===== config.mk =====
export PLATFORM = sky130hd
export DESIGN_NAME = matvec_engine_flat
export DESIGN_NICKNAME = d
export VERILOG_FILES = /design/src/rtl/matvec_pkg.sv /design/src/rtl/matvec_engine_if.sv /design/src/rtl/matvec_engine_mac_cell.sv /design/src/rtl/matvec_engine.sv /design/src/flat_wrapper.sv
export SDC_FILE = /design/constraint.sdc
export NUM_CORES = 2
export LEC_CHECK = 0
export BUFFER_PORTS_ARGS = -buffer_cell sky130_fd_sc_hd__buf_2
export CAP_MARGIN = 0
export CORE_UTILIZATION = 69
export DETAILED_ROUTE_END_ITERATION = 12
export GPL_ROUTABILITY_DRIVEN = 0
export GPL_TIMING_DRIVEN = 0
export PLACE_DENSITY_LB_ADDON = 0.3
export SYNTH_ARGS = -nofsm -noshare
export SYNTH_HDL_FRONTEND = slang
export SYNTH_HIERARCHICAL = 1
export SYNTH_SLANG_ARGS = --single-unit

===== constraint.sdc =====
create_clock -name clk -period 14.68 [get_ports clk]
set_clock_uncertainty 0.15 [all_clocks]
set_input_delay 0.734 -clock clk [delete_from_list [all_inputs] [get_ports clk]]
set_output_delay 0.734 -clock clk [all_outputs]
set_load 0.02 [all_outputs]

===== src/rtl/matvec_pkg.sv =====
// matvec_pkg: shared types and helpers for the matrix-vector engine.
// Holds the control FSM state type and the default accumulator width rule.
package matvec_pkg;

  typedef enum logic [2:0] {
    IDLE,
    CLEAR,
    RUN,
    DRAIN,
    DONE
  } state_e;

  // Wide enough for a full signed product plus growth from COLS additions.
  function automatic int acc_width_default(input int data_width, input int cols);
    return 2 * data_width + $clog2(cols);
  endfunction

endpackage


===== src/rtl/matvec_engine_if.sv =====
// matvec_engine_if: host load path, control and result bundle of the engine.
// The host side uses the master modport, the engine uses the slave modport.
interface matvec_engine_if
  import matvec_pkg::*;
#(
  parameter int ROWS       = 8,
  parameter int COLS       = 8,
  parameter int DATA_WIDTH = 8,
  parameter int ACC_WIDTH  = acc_width_default(DATA_WIDTH, COLS)
);

  localparam int ROW_W = (ROWS > 1) ? $clog2(ROWS) : 1;

  logic                      a_wr_en;
  logic [ROW_W-1:0]          a_wr_row;
  logic [DATA_WIDTH-1:0]     a_wr_data;
  logic                      b_wr_en;
  logic [DATA_WIDTH-1:0]     b_wr_data;
  logic                      buf_clr;
  logic                      start;
  logic                      ready;
  logic                      busy;
  logic                      done;
  logic                      c_valid;
  logic [ROWS*ACC_WIDTH-1:0] c_out;
  logic [ROWS-1:0]           sat;
  logic                      ovf_err;

  modport master (
    output a_wr_en, a_wr_row, a_wr_data, b_wr_en, b_wr_data, buf_clr, start,
    input  ready, busy, done, c_valid, c_out, sat, ovf_err
  );

  modport slave (
    input  a_wr_en, a_wr_row, a_wr_data, b_wr_en, b_wr_data, buf_clr, start,
    output ready, busy, done, c_valid, c_out, sat, ovf_err
  );

endinterface


===== src/rtl/matvec_engine_mac_cell.sv =====
// mac_cell: one systolic multiply-accumulate stage of the engine.
// Registers the accumulator and forwards B/enable to the next cell in the same stage.
// Macro SATURATE_EN: when defined each add clamps to the accumulator range and
// sets a sticky sat flag; when undefined accumulation wraps and sat is tied 0.
module mac_cell
  import matvec_pkg::*;
#(
  parameter int DATA_WIDTH = 8,
  parameter int ACC_WIDTH  = acc_width_default(DATA_WIDTH, 8)
) (
  input  logic                         clk,
  input  logic                         rst_n,
  input  logic                         en_in,
  input  logic                         clr,
  input  logic signed [DATA_WIDTH-1:0] a_in,
  input  logic signed [DATA_WIDTH-1:0] b_in,
  output logic                         en_out,
  output logic signed [DATA_WIDTH-1:0] b_out,
  output logic signed [ACC_WIDTH-1:0]  acc,
  output logic                         sat
);

  localparam int PW = 2 * DATA_WIDTH;

  logic                         en_q;
  logic signed [DATA_WIDTH-1:0] b_q;
  logic signed [ACC_WIDTH-1:0]  acc_q;
  logic signed [ACC_WIDTH-1:0]  acc_d;
  logic signed [PW-1:0]         prod;
  logic signed [ACC_WIDTH-1:0]  prod_ext;

`ifdef SATURATE_EN
  localparam logic signed [ACC_WIDTH-1:0] ACC_MAX = {1'b0, {(ACC_WIDTH-1){1'b1}}};
  localparam logic signed [ACC_WIDTH-1:0] ACC_MIN = {1'b1, {(ACC_WIDTH-1){1'b0}}};

  logic signed [ACC_WIDTH:0] sum_wide;
  logic                      clamp;
  logic                      sat_q;

  // Full-precision product, sign-extended, added with one guard bit and clamped on overflow.
  always_comb begin
    prod     = PW'(a_in) * PW'(b_in);
    prod_ext = ACC_WIDTH'(prod);
    sum_wide = (ACC_WIDTH+1)'(acc_q) + (ACC_WIDTH+1)'(prod_ext);
    clamp    = sum_wide[ACC_WIDTH] != sum_wide[ACC_WIDTH-1];
    acc_d    = sum_wide[ACC_WIDTH-1:0];
    if (clamp) acc_d = sum_wide[ACC_WIDTH] ? ACC_MIN : ACC_MAX;
  end

  // The sat flag stays set once any add in this run has clamped.
  always_ff @(posedge clk or negedge rst_n) begin
    if (!rst_n)               sat_q <= 1'b0;
    else if (clr)             sat_q <= 1'b0;
    else if (en_in && clamp)  sat_q <= 1'b1;
  end

  assign sat = sat_q;
`else
  // Full-precision product, sign-extended, added modulo 2^ACC_WIDTH.
  always_comb begin
    prod     = PW'(a_in) * PW'(b_in);
    prod_ext = ACC_WIDTH'(prod);
    acc_d    = acc_q + prod_ext;
  end

  assign sat = 1'b0;
`endif

  // Accumulate only under the enable wavefront; B and enable move one cell per cycle.
  always_ff @(posedge clk or negedge rst_n) begin
    if (!rst_n) begin
      en_q  <= 1'b0;
      b_q   <= '0;
      acc_q <= '0;
    end else if (clr) begin
      en_q  <= 1'b0;
      b_q   <= '0;
      acc_q <= '0;
    end else begin
      en_q <= en_in;
      b_q  <= b_in;
      if (en_in) acc_q <= acc_d;
    end
  end

  assign en_out = en_q;
  assign b_out  = b_q;
  assign acc    = acc_q;

endmodule


===== src/rtl/matvec_engine.sv =====
// matvec_engine: signed C = A*B with per-row operand buffers, a control FSM and
// a skewed systolic chain of ROWS mac_cell instances feeding a registered result.
// Macro SATURATE_EN selects clamping accumulation (see mac_cell); default wraps.
module matvec_engine
  import matvec_pkg::*;
#(
  parameter int ROWS       = 8,
  parameter int COLS       = 8,
  parameter int DATA_WIDTH = 8,
  parameter int ACC_WIDTH  = acc_width_default(DATA_WIDTH, COLS)
) (
  input  logic            clk,
  input  logic            rst_n,
  matvec_engine_if.slave  bus
);

  localparam int ROW_W  = (ROWS > 1) ? $clog2(ROWS) : 1;
  localparam int CNT_W  = $clog2(COLS + 1);
  localparam int KIDX_W = (COLS > 1) ? $clog2(COLS) : 1;
  localparam int CYC_W  = (COLS + ROWS > 2) ? $clog2(COLS + ROWS) : 1;

  localparam logic [CNT_W-1:0] FULL       = CNT_W'(COLS);
  localparam logic [CYC_W-1:0] COLS_CYC   = CYC_W'(COLS);
  localparam logic [CYC_W-1:0] RUN_LAST   = CYC_W'(COLS - 1);
  localparam logic [CYC_W-1:0] DRAIN_LAST = CYC_W'(COLS + ROWS - 2);

  state_e state_q, state_d;
  logic [CYC_W-1:0] cyc_q, cyc_d;

  logic signed [DATA_WIDTH-1:0] a_mem_q [ROWS][COLS];
  logic signed [DATA_WIDTH-1:0] b_mem_q [COLS];
  logic [CNT_W-1:0]             a_cnt_q [ROWS];
  logic [CNT_W-1:0]             b_cnt_q;
  logic                         ovf_q;

  logic                      is_idle;
  logic                      wr_open;
  logic                      all_full;
  logic [ROWS-1:0]           a_hit;

  logic                      done_q;
  logic                      c_valid_q;
  logic [ROWS*ACC_WIDTH-1:0] c_out_q;
  logic [ROWS-1:0]           sat_q;

  logic [ROWS:0]                en_chain;
  logic signed [DATA_WIDTH-1:0] b_chain [ROWS+1];
  logic signed [ACC_WIDTH-1:0]  acc_w   [ROWS];
  logic [ROWS-1:0]              cell_sat;
  logic                         unused_tail;

  assign is_idle = (state_q == IDLE);
  assign wr_open = is_idle && !bus.buf_clr;

  // Row decode for A writes and the "every buffer full" condition behind ready.
  always_comb begin
    all_full = (b_cnt_q == FULL);
    for (int r = 0; r < ROWS; r++) begin
      a_hit[r] = bus.a_wr_en && (bus.a_wr_row == ROW_W'(r));
      if (a_cnt_q[r] != FULL) all_full = 1'b0;
    end
  end

  // State and wavefront-cycle registers.
  always_ff @(posedge clk or negedge rst_n) begin
    if (!rst_n) begin
      state_q <= IDLE;
      cyc_q   <= '0;
    end else begin
      state_q <= state_d;
      cyc_q   <= cyc_d;
    end
  end

  // Sequencing: a one-cycle clear, COLS issue cycles, ROWS-1 drain cycles, then DONE.
  always_comb begin
    state_d = state_q;
    cyc_d   = cyc_q;
    case (state_q)
      IDLE:  if (bus.start && !bus.buf_clr && all_full) state_d = CLEAR;
      CLEAR: begin
        state_d = RUN;
        cyc_d   = '0;
      end
      RUN: begin
        cyc_d = cyc_q + CYC_W'(1);
        if (cyc_q == RUN_LAST) state_d = (ROWS > 1) ? DRAIN : DONE;
      end
      DRAIN: begin
        cyc_d = cyc_q + CYC_W'(1);
        if (cyc_q == DRAIN_LAST) state_d = DONE;
      end
      DONE:    state_d = IDLE;
      default: state_d = IDLE;
    endcase
  end

  // Write counts and the sticky drop flag; buf_clr takes priority over writes.
  always_ff @(posedge clk or negedge rst_n) begin
    if (!rst_n) begin
      for (int r = 0; r < ROWS; r++) a_cnt_q[r] <= '0;
      b_cnt_q <= '0;
      ovf_q   <= 1'b0;
    end else if (is_idle && bus.buf_clr) begin
      for (int r = 0; r < ROWS; r++) a_cnt_q[r] <= '0;
      b_cnt_q <= '0;
      ovf_q   <= 1'b0;
    end else if (wr_open) begin
      for (int r = 0; r < ROWS; r++) begin
        if (a_hit[r]) begin
          if (a_cnt_q[r] != FULL) a_cnt_q[r] <= a_cnt_q[r] + CNT_W'(1);
          else                    ovf_q      <= 1'b1;
        end
      end
      if (bus.b_wr_en) begin
        if (b_cnt_q != FULL) b_cnt_q <= b_cnt_q + CNT_W'(1);
        else                 ovf_q   <= 1'b1;
      end
    end
  end

  // Operand storage; contents survive buf_clr and reset so only counts need reloading.
  always_ff @(posedge clk) begin
    if (wr_open) begin
      for (int r = 0; r < ROWS; r++) begin
        if (a_hit[r] && a_cnt_q[r] != FULL)
          a_mem_q[r][a_cnt_q[r][KIDX_W-1:0]] <= bus.a_wr_data;
      end
      if (bus.b_wr_en && b_cnt_q != FULL)
        b_mem_q[b_cnt_q[KIDX_W-1:0]] <= bus.b_wr_data;
    end
  end

  // Head of the systolic chain: B[k] with enable during RUN cycle k.
  always_comb begin
    en_chain[0] = (state_q == RUN);
    b_chain[0]  = '0;
    if (state_q == RUN) b_chain[0] = b_mem_q[cyc_q[KIDX_W-1:0]];
  end

  for (genvar r = 0; r < ROWS; r++) begin : g_row
    logic [CYC_W-1:0]             a_idx;
    logic signed [DATA_WIDTH-1:0] a_sel;

    // Cell r sees B[k] in cycle k+r, so it reads A[r][cycle-r].
    always_comb begin
      a_idx = cyc_q - CYC_W'(r);
      a_sel = '0;
      if (a_idx < COLS_CYC) a_sel = a_mem_q[r][a_idx[KIDX_W-1:0]];
    end

    mac_cell #(
      .DATA_WIDTH (DATA_WIDTH),
      .ACC_WIDTH  (ACC_WIDTH)
    ) u_cell (
      .clk    (clk),
      .rst_n  (rst_n),
      .en_in  (en_chain[r]),
      .clr    (state_q == CLEAR),
      .a_in   (a_sel),
      .b_in   (b_chain[r]),
      .en_out (en_chain[r+1]),
      .b_out  (b_chain[r+1]),
      .acc    (acc_w[r]),
      .sat    (cell_sat[r])
    );
  end

  assign unused_tail = ^{en_chain[ROWS], b_chain[ROWS]};

  // Result register: invalidated by CLEAR, captured in DONE and held until the next run.
  always_ff @(posedge clk or negedge rst_n) begin
    if (!rst_n) begin
      done_q    <= 1'b0;
      c_valid_q <= 1'b0;
      c_out_q   <= '0;
      sat_q     <= '0;
    end else begin
      done_q <= (state_q == DONE);
      if (state_q == CLEAR) begin
        c_valid_q <= 1'b0;
        sat_q     <= '0;
      end else if (state_q == DONE) begin
        c_valid_q <= 1'b1;
        sat_q     <= cell_sat;
        for (int r = 0; r < ROWS; r++) c_out_q[r*ACC_WIDTH +: ACC_WIDTH] <= acc_w[r];
      end
    end
  end

  assign bus.ready   = is_idle && all_full;
  assign bus.busy    = !is_idle;
  assign bus.done    = done_q;
  assign bus.c_valid = c_valid_q;
  assign bus.c_out   = c_out_q;
  assign bus.sat     = sat_q;
  assign bus.ovf_err = ovf_q;

endmodule


===== src/flat_wrapper.sv =====
// flat-port wrapper written by rule: the top's interface ports become plain ports
module matvec_engine_flat import matvec_pkg::*;
#(
  parameter int ROWS       = 8,
  parameter int COLS       = 8,
  parameter int DATA_WIDTH = 8,
  parameter int ACC_WIDTH  = acc_width_default(DATA_WIDTH, COLS)
)
  (clk, rst_n, bus_a_wr_en, bus_a_wr_row, bus_a_wr_data, bus_b_wr_en, bus_b_wr_data, bus_buf_clr, bus_start, bus_ready, bus_busy, bus_done, bus_c_valid, bus_c_out, bus_sat, bus_ovf_err);
  matvec_engine_if #(.ROWS(ROWS), .COLS(COLS), .DATA_WIDTH(DATA_WIDTH), .ACC_WIDTH(ACC_WIDTH)) bus_i ();
  input  logic clk;
  input  logic rst_n;
  input wire logic [$bits(bus_i.a_wr_en)-1:0] bus_a_wr_en;
  input wire logic [$bits(bus_i.a_wr_row)-1:0] bus_a_wr_row;
  input wire logic [$bits(bus_i.a_wr_data)-1:0] bus_a_wr_data;
  input wire logic [$bits(bus_i.b_wr_en)-1:0] bus_b_wr_en;
  input wire logic [$bits(bus_i.b_wr_data)-1:0] bus_b_wr_data;
  input wire logic [$bits(bus_i.buf_clr)-1:0] bus_buf_clr;
  input wire logic [$bits(bus_i.start)-1:0] bus_start;
  output wire logic [$bits(bus_i.ready)-1:0] bus_ready;
  output wire logic [$bits(bus_i.busy)-1:0] bus_busy;
  output wire logic [$bits(bus_i.done)-1:0] bus_done;
  output wire logic [$bits(bus_i.c_valid)-1:0] bus_c_valid;
  output wire logic [$bits(bus_i.c_out)-1:0] bus_c_out;
  output wire logic [$bits(bus_i.sat)-1:0] bus_sat;
  output wire logic [$bits(bus_i.ovf_err)-1:0] bus_ovf_err;
  assign bus_i.a_wr_en = bus_a_wr_en;
  assign bus_i.a_wr_row = bus_a_wr_row;
  assign bus_i.a_wr_data = bus_a_wr_data;
  assign bus_i.b_wr_en = bus_b_wr_en;
  assign bus_i.b_wr_data = bus_b_wr_data;
  assign bus_i.buf_clr = bus_buf_clr;
  assign bus_i.start = bus_start;
  assign bus_ready = bus_i.ready;
  assign bus_busy = bus_i.busy;
  assign bus_done = bus_i.done;
  assign bus_c_valid = bus_i.c_valid;
  assign bus_c_out = bus_i.c_out;
  assign bus_sat = bus_i.sat;
  assign bus_ovf_err = bus_i.ovf_err;
  matvec_engine #(.ROWS(ROWS), .COLS(COLS), .DATA_WIDTH(DATA_WIDTH), .ACC_WIDTH(ACC_WIDTH)) u_core (.clk(clk), .rst_n(rst_n), .bus(bus_i));
endmodule

Word-level counts from Yosys, hierarchy flattened
Memories as Yosys holds them, arrays and structs flattened.
Index checks and enable logic that the tools add are counted.
Storage, ports and cells
  bits in read-only memories: 0
  RAM bits: 576
  memories kept: 2
  input bits: 25
  bits in latches: 0
  output and inout bits: 165
  word-level logic and storage cells: 420
  register bits after elaboration: 421
Memories
  u_core.a_mem_q: depth 8, bits a word 64, read ports 8, clocked after Yosys merged registers in 0, wr ports 1, line matvec_engine.sv:30  | logic signed [DATA_WIDTH-1:0] a_mem_q [ROWS][COLS];
  u_core.b_mem_q: depth 8, bits a word 8, read ports 1, clocked after Yosys merged registers in 0, wr ports 1, line matvec_engine.sv:31  | logic signed [DATA_WIDTH-1:0] b_mem_q [COLS];
Operators by class
  divide/modulo/power cells: 0
  shifts and indexed selects: 0
  $mul: 8
  add/subtract/negate cells: 25
  mux-type cells: 190
  equal/unequal tests: 26
  bitwise gates (word level): 17
  order comparisons: 32
  reduce and logical (&&, ||, !) cells: 82
Operators with widths (count)
  $mux 64: 22
  $reduce_or 64->1: 7
  $mux 8: 42
  $mux 19: 16
  $bmux 8 s3: 8
  $demux 8 s3: 8
  $add 19x16->19: 8
  $mul 8x8->16: 8
  $mux 4: 20
  $ge 4x4->1 const B: 16
  $mux 32: 2
  $not 3->4: 16
  $mux 1: 60
  $reduce_bool 2->1: 29
  $add 4x1->4 const B: 10
  $ne 4x4->1 const B: 9
  $lt 4x1->1 const B: 8
  $lt 4x4->1 const B: 8
  $logic_and 1x1->1: 30
  $mux 3: 10
  $reduce_and 3->1: 10
  $sub 4x3->4 const B: 4
  $eq 3x3->1 const B: 5
  $eq 3x2->1 const B: 4
  14 further kinds: 20

Depth between registers and ports, before layout
  word-level depth: 25
  mapped depth: 28
  depth with buffers taken out: 23

Hierarchy
The synthesis kept the hierarchy.
By module, submodules not included
  matvec_engine: sequential area each 22451.5 µm², cells an instance 1793, area an instance 31303.8 µm², times used 1
  mac_cell (u_core.g_row[0].u_cell ...): sequential area each 700.7 µm², cells an instance 443, area an instance 4511.8 µm², times used 4
  mac_cell (u_core.g_row[6].u_cell): sequential area each 700.7 µm², cells an instance 440, area an instance 4470.5 µm², times used 1
  mac_cell (u_core.g_row[4].u_cell): sequential area each 700.7 µm², cells an instance 437, area an instance 4450.5 µm², times used 1
  mac_cell (u_core.g_row[7].u_cell): sequential area each 700.7 µm², cells an instance 437, area an instance 4449.3 µm², times used 1
  mac_cell (u_core.g_row[5].u_cell): sequential area each 700.7 µm², cells an instance 427, area an instance 4433.0 µm², times used 1

Worst setup path before layout
No wires, ideal clock.
  path type: register to register
  start: register u_core.cyc_q[1]
  end: register u_core.g_row[7].u_cell.acc_q[17]
  setup time: 0.128 ns
  path slack: 6.854 ns
  clock period less this slack: 7.826 ns
  path buffers: 4
  stages on the path, launching flop included: 24
  arrival time: 7.548 ns
  data required time: 14.402 ns
  path through: dfrtp_1 clkbuf_1 clkbuf_1 inv_1 ha_1 clkbuf_1 clkbuf_1 mux4_2 nand2_1 a21oi_1 and2_1 inv_1 fa_1 inv_1 fa_1 fa_1 fa_1 fa_1 ha_1 and4b_1 o41a_1 a21o_1 a32oi_1 mux2_1
On the way
  word-level cells in the longest chain between the ends: 10
  elaborated cells on any way between the ends: 11
  those cells by class: add/sub (2); mul (1); order compare (1); mux (6); bitwise (1)
Ends and longest elaborated chain
  from (decl): line matvec_engine.sv:28  | logic [CYC_W-1:0] cyc_q, cyc_d;
  from (signal assigned): line matvec_engine.sv:71  | cyc_q <= cyc_d;
  $sub 4x3->4 (*): line matvec_engine.sv:147  | a_idx = cyc_q - CYC_W'(r);
  $not 3->4 (implied by the code): line matvec_engine.sv:149  | if (a_idx < COLS_CYC) a_sel = a_mem_q[r][a_idx[KIDX_W-1:0]];
  $bmux 8 s3: line matvec_engine.sv:149
  $mux 8 (implied by the code) (2 in series): line matvec_engine.sv:149
  $mux 8 (*): line matvec_engine.sv:149
  net u_core.g_row[7].a_sel[7]: line matvec_engine.sv:143  | logic signed [DATA_WIDTH-1:0] a_sel;
  $mul 8x8->16 (*): line matvec_engine_mac_cell.sv:61  | prod = PW'(a_in) * PW'(b_in);
  $add 19x16->19 (*): line matvec_engine_mac_cell.sv:63  | acc_d = acc_q + prod_ext;
  $mux 19 (*): line matvec_engine_mac_cell.sv:82  | if (en_in) acc_q <= acc_d;
  $mux 19 (*): line matvec_engine_mac_cell.sv:75  | end else if (clr) begin
  to (signal assigned): line matvec_engine_mac_cell.sv:74  | acc_q <= '0;
  to (signal assigned): line matvec_engine_mac_cell.sv:78  | acc_q <= '0;
  to (signal assigned): line matvec_engine_mac_cell.sv:82
  to (decl): line matvec_engine_mac_cell.sv:27  | logic signed [ACC_WIDTH-1:0] acc_q;
The timed path passes the listed nets; every way through them passes the cells marked *. The select of a mux whose other input is x is not followed.
A chain may end at the register's enable or synchronous reset.

Worst setup path in the final report
  start: register u_core.cyc_q[1]
  end: register u_core.g_row[1].u_cell.acc_q[18]
On the way
  word-level cells in the longest chain between the ends: 10
  elaborated cells on any way between the ends: 11
  those cells by class: add/sub (2); mul (1); order compare (1); mux (6); bitwise (1)
Ends and longest elaborated chain (line)
  $sub 4x1->4 (*): matvec_engine.sv:147
  $not 3->4 (implied by the code): matvec_engine.sv:149
  $bmux 8 s3: matvec_engine.sv:149
  $mux 8 (implied by the code) (2 in series): matvec_engine.sv:149
  $mux 8 (*): matvec_engine.sv:149
  net u_core.g_row[1].a_sel[7]: matvec_engine.sv:143
  $mul 8x8->16 (*): matvec_engine_mac_cell.sv:61
  $add 19x16->19 (*): matvec_engine_mac_cell.sv:63
  $mux 19 (*): matvec_engine_mac_cell.sv:82
  $mux 19 (*): matvec_engine_mac_cell.sv:75
  to (signal assigned): matvec_engine_mac_cell.sv:74
  to (signal assigned): matvec_engine_mac_cell.sv:78
  to (signal assigned): matvec_engine_mac_cell.sv:82
  to (decl): matvec_engine_mac_cell.sv:27
Marked as above.

==> flow_summary.ini <==
[die]
die_h_um = 313
ios = 190
core_area_um2 = 95400
rows = 113
die_w_um = 313
start_util = 0.701
dieArea_um2 = 98200

[global_routing]
grt_usage = 0.333
first_global_vias = 45800
grt_pass1_wl_mm = 251
grt_max_degree = 115
overflow = 0
antenna_found_initial = 1

[route]
route.detailed.drc = 0
drtPass1Iterations = 8
vias = 42800
drt-total-wl_mm = 158
drtIter0Drc = 4259
vias_per_cell = 6.16
wl_per_cell_um = 22.7
ant_nets = 0

[clock_tree]
htreeDepth = 3
cts.sinks = 997
clk_pin_slew_worst_paths_ns = 0.06
cts_buffers = 104
clkLatencyLatePin_ns = 0.70
clock_path_buffers = 3
ctsResizeCount = 0
cts-root-buf = clkbuf_16
cts_setup_buffers = 0
cts_hold_buf = 1
tritoncts = built

[run_status]
outcome = finished clean

[timing]
setup_viol = 0
hold_violations = 0
max_freq_ghz = 0.0917
maxSlewHeadroom = 0.0199
tightest_slew_ns = 1.46
holdWs_ns = 0.152
timing.final.crit_share = 0.743
rsz0062_at_grt = no
min_period_ns = 10.91
fin_tns_setup_ns = 0
drv_slew = 0

[run]
cap_viol_max_count = 0

[logic_synthesis]
syn_inst = 5289
netlist_area_um2 = 66900
synth_fp_nets = 6366
synth_area_per_cell_um2 = 12.6
yosysWarnings = 6

[layout]
nets = 6674
drive_gt1_frac = 0.142
layout_commonest_cell = inv_1
syn_to_final_growth_pct = 9.64
final_cell_mix = 776 x inv_1, 672 x fa_1, 576 x edfxtp_1, 421 x dfrtp_1, 417 x nand2_1
final_util = 0.768
n_antenna_cell = 0

[setup_path]
rr_endpoint = u_core/g_row[1].u_cell/acc[18]
rrSetupSlack_ns = 3.77
start_kind = register
path_class = register to register
critPathMaxFanout = 12
r2r_start = u_core/cyc_q[1]
endpoint_kind = register
cp_data_arrival_time_ns = 11.30
critical_path_required_ns = 15.07
reg2reg_depth = 24

[hold_path]
hold_path_depth = 1
min_to = u_core/b_mem_q[6][7]
hold_start = bus_b_wr_data[7]
hold_class = input port to register

[pwr]
p_leak_uw = 0.0331
total_power_uw = 7750
ir_drop_uv = 118
power_density_nw_per_um2 = 106

[placement]
dp_hpwl_mm = 112
io_buffers = 189
## sequential cells by signal, summed over array words and instances, names as in the netlist
name                        count
u_core/bus.ovf_err              1
u_core/a_cnt_q                 32
u_core/state_q                  3
u_core/bus.c_valid              1
u_core/bus.sat                  8
u_core/bus.done                 1
u_core/b_mem_q                 64
u_core/g_row.u_cell/b_out      56
u_core/g_row.u_cell/acc       152
u_core/cyc_q                    4
u_core/g_row.u_cell/en_out      7
u_core/a_mem_q                512
u_core/b_cnt_q                  4
u_core/bus.c_out              152
## per-layer routing
| layer | global-route usage | wire [µm] | up-vias |
|---|---|---|---|
| met5 | 0 | 0 | - |
| met3 | 0.0625 | 13600 | 458 |
| li1 | - | - | 18400 |
| met4 | 0.157 | 8140 | 0 |
| met2 | 0.549 | 77600 | 2256 |
| met1 | 0.432 | 58600 | 21800 |
## power breakdown
part | switching (µW) | internal (µW)
combinational | 905 | 665
sequential | 235 | 3150
clock | 1160 | 1640
total | 2300 | 5460
## critical path, stage by stage (launching register included)
cell and delay [ns]:
dfrtp_1 0.48, clkbuf_1 0.72, clkbuf_1 0.74, inv_1 0.31, ha_1 0.41, clkbuf_1 0.62
buf_1 0.83, mux4_2 0.39, nand2_1 0.06, a21oi_1 0.71, and2_1 0.68, inv_1 0.13
fa_1 0.51, inv_1 0.05, fa_1 0.52, fa_1 0.45, fa_1 0.59, fa_1 0.43
ha_1 0.38, o21ai_0 0.23, o211ai_1 0.13, a31oi_1 0.35, nor3b_1 0.15, a2111oi_0 0.56
o32ai_1 0.15
## metrics by stage
| stage | cell area, µm² | std cells | setup WS (ns) |
|---|---|---|---|
| 3_5_place_dp | 69600 | 6752 | 4.42 |
| 2_1_floorplan | 66900 | 5289 | 6.85 |
| 3_3_place_gp | 69400 | 6743 | 4.19 |
| 5_1_grt | 73300 | 6951 | 3.65 |
| 4_1_cts | 73300 | 6948 | 4.31 |
| 6_report | 73300 | 6951 | 3.77 |
## area by class of cell
class                   instances  area, µm²
repair buffers                202       1130
flip-flops and latches        997      27800
clock buffers                 132       3000
plain buffers                 164        786
inverters                     786       2950
clock inverters                63        688
multi-input cells            3342      35400
well taps                    1265       1580
fillers                      5562      22100
## how the worst max path moves through the flow
stage	from	to	slack, ns	cells past startpoint
after floorplan	u_core/cyc_q[1]	u_core/g_row[7].u_cell/acc[17]	6.85	23
after global placement	rst_n	u_core/g_row[0].u_cell/acc[18]	4.19	1
after CTS	u_core/cyc_q[1]	u_core/g_row[1].u_cell/acc[18]	4.31	24
after detailed placement	u_core/cyc_q[1]	u_core/g_row[3].u_cell/acc[15]	4.42	24
final	u_core/cyc_q[1]	u_core/g_row[1].u_cell/acc[18]	3.77	24
after global routing	u_core/cyc_q[1]	u_core/g_row[1].u_cell/acc[18]	3.65	24
(Power assumes the default switching activity.)
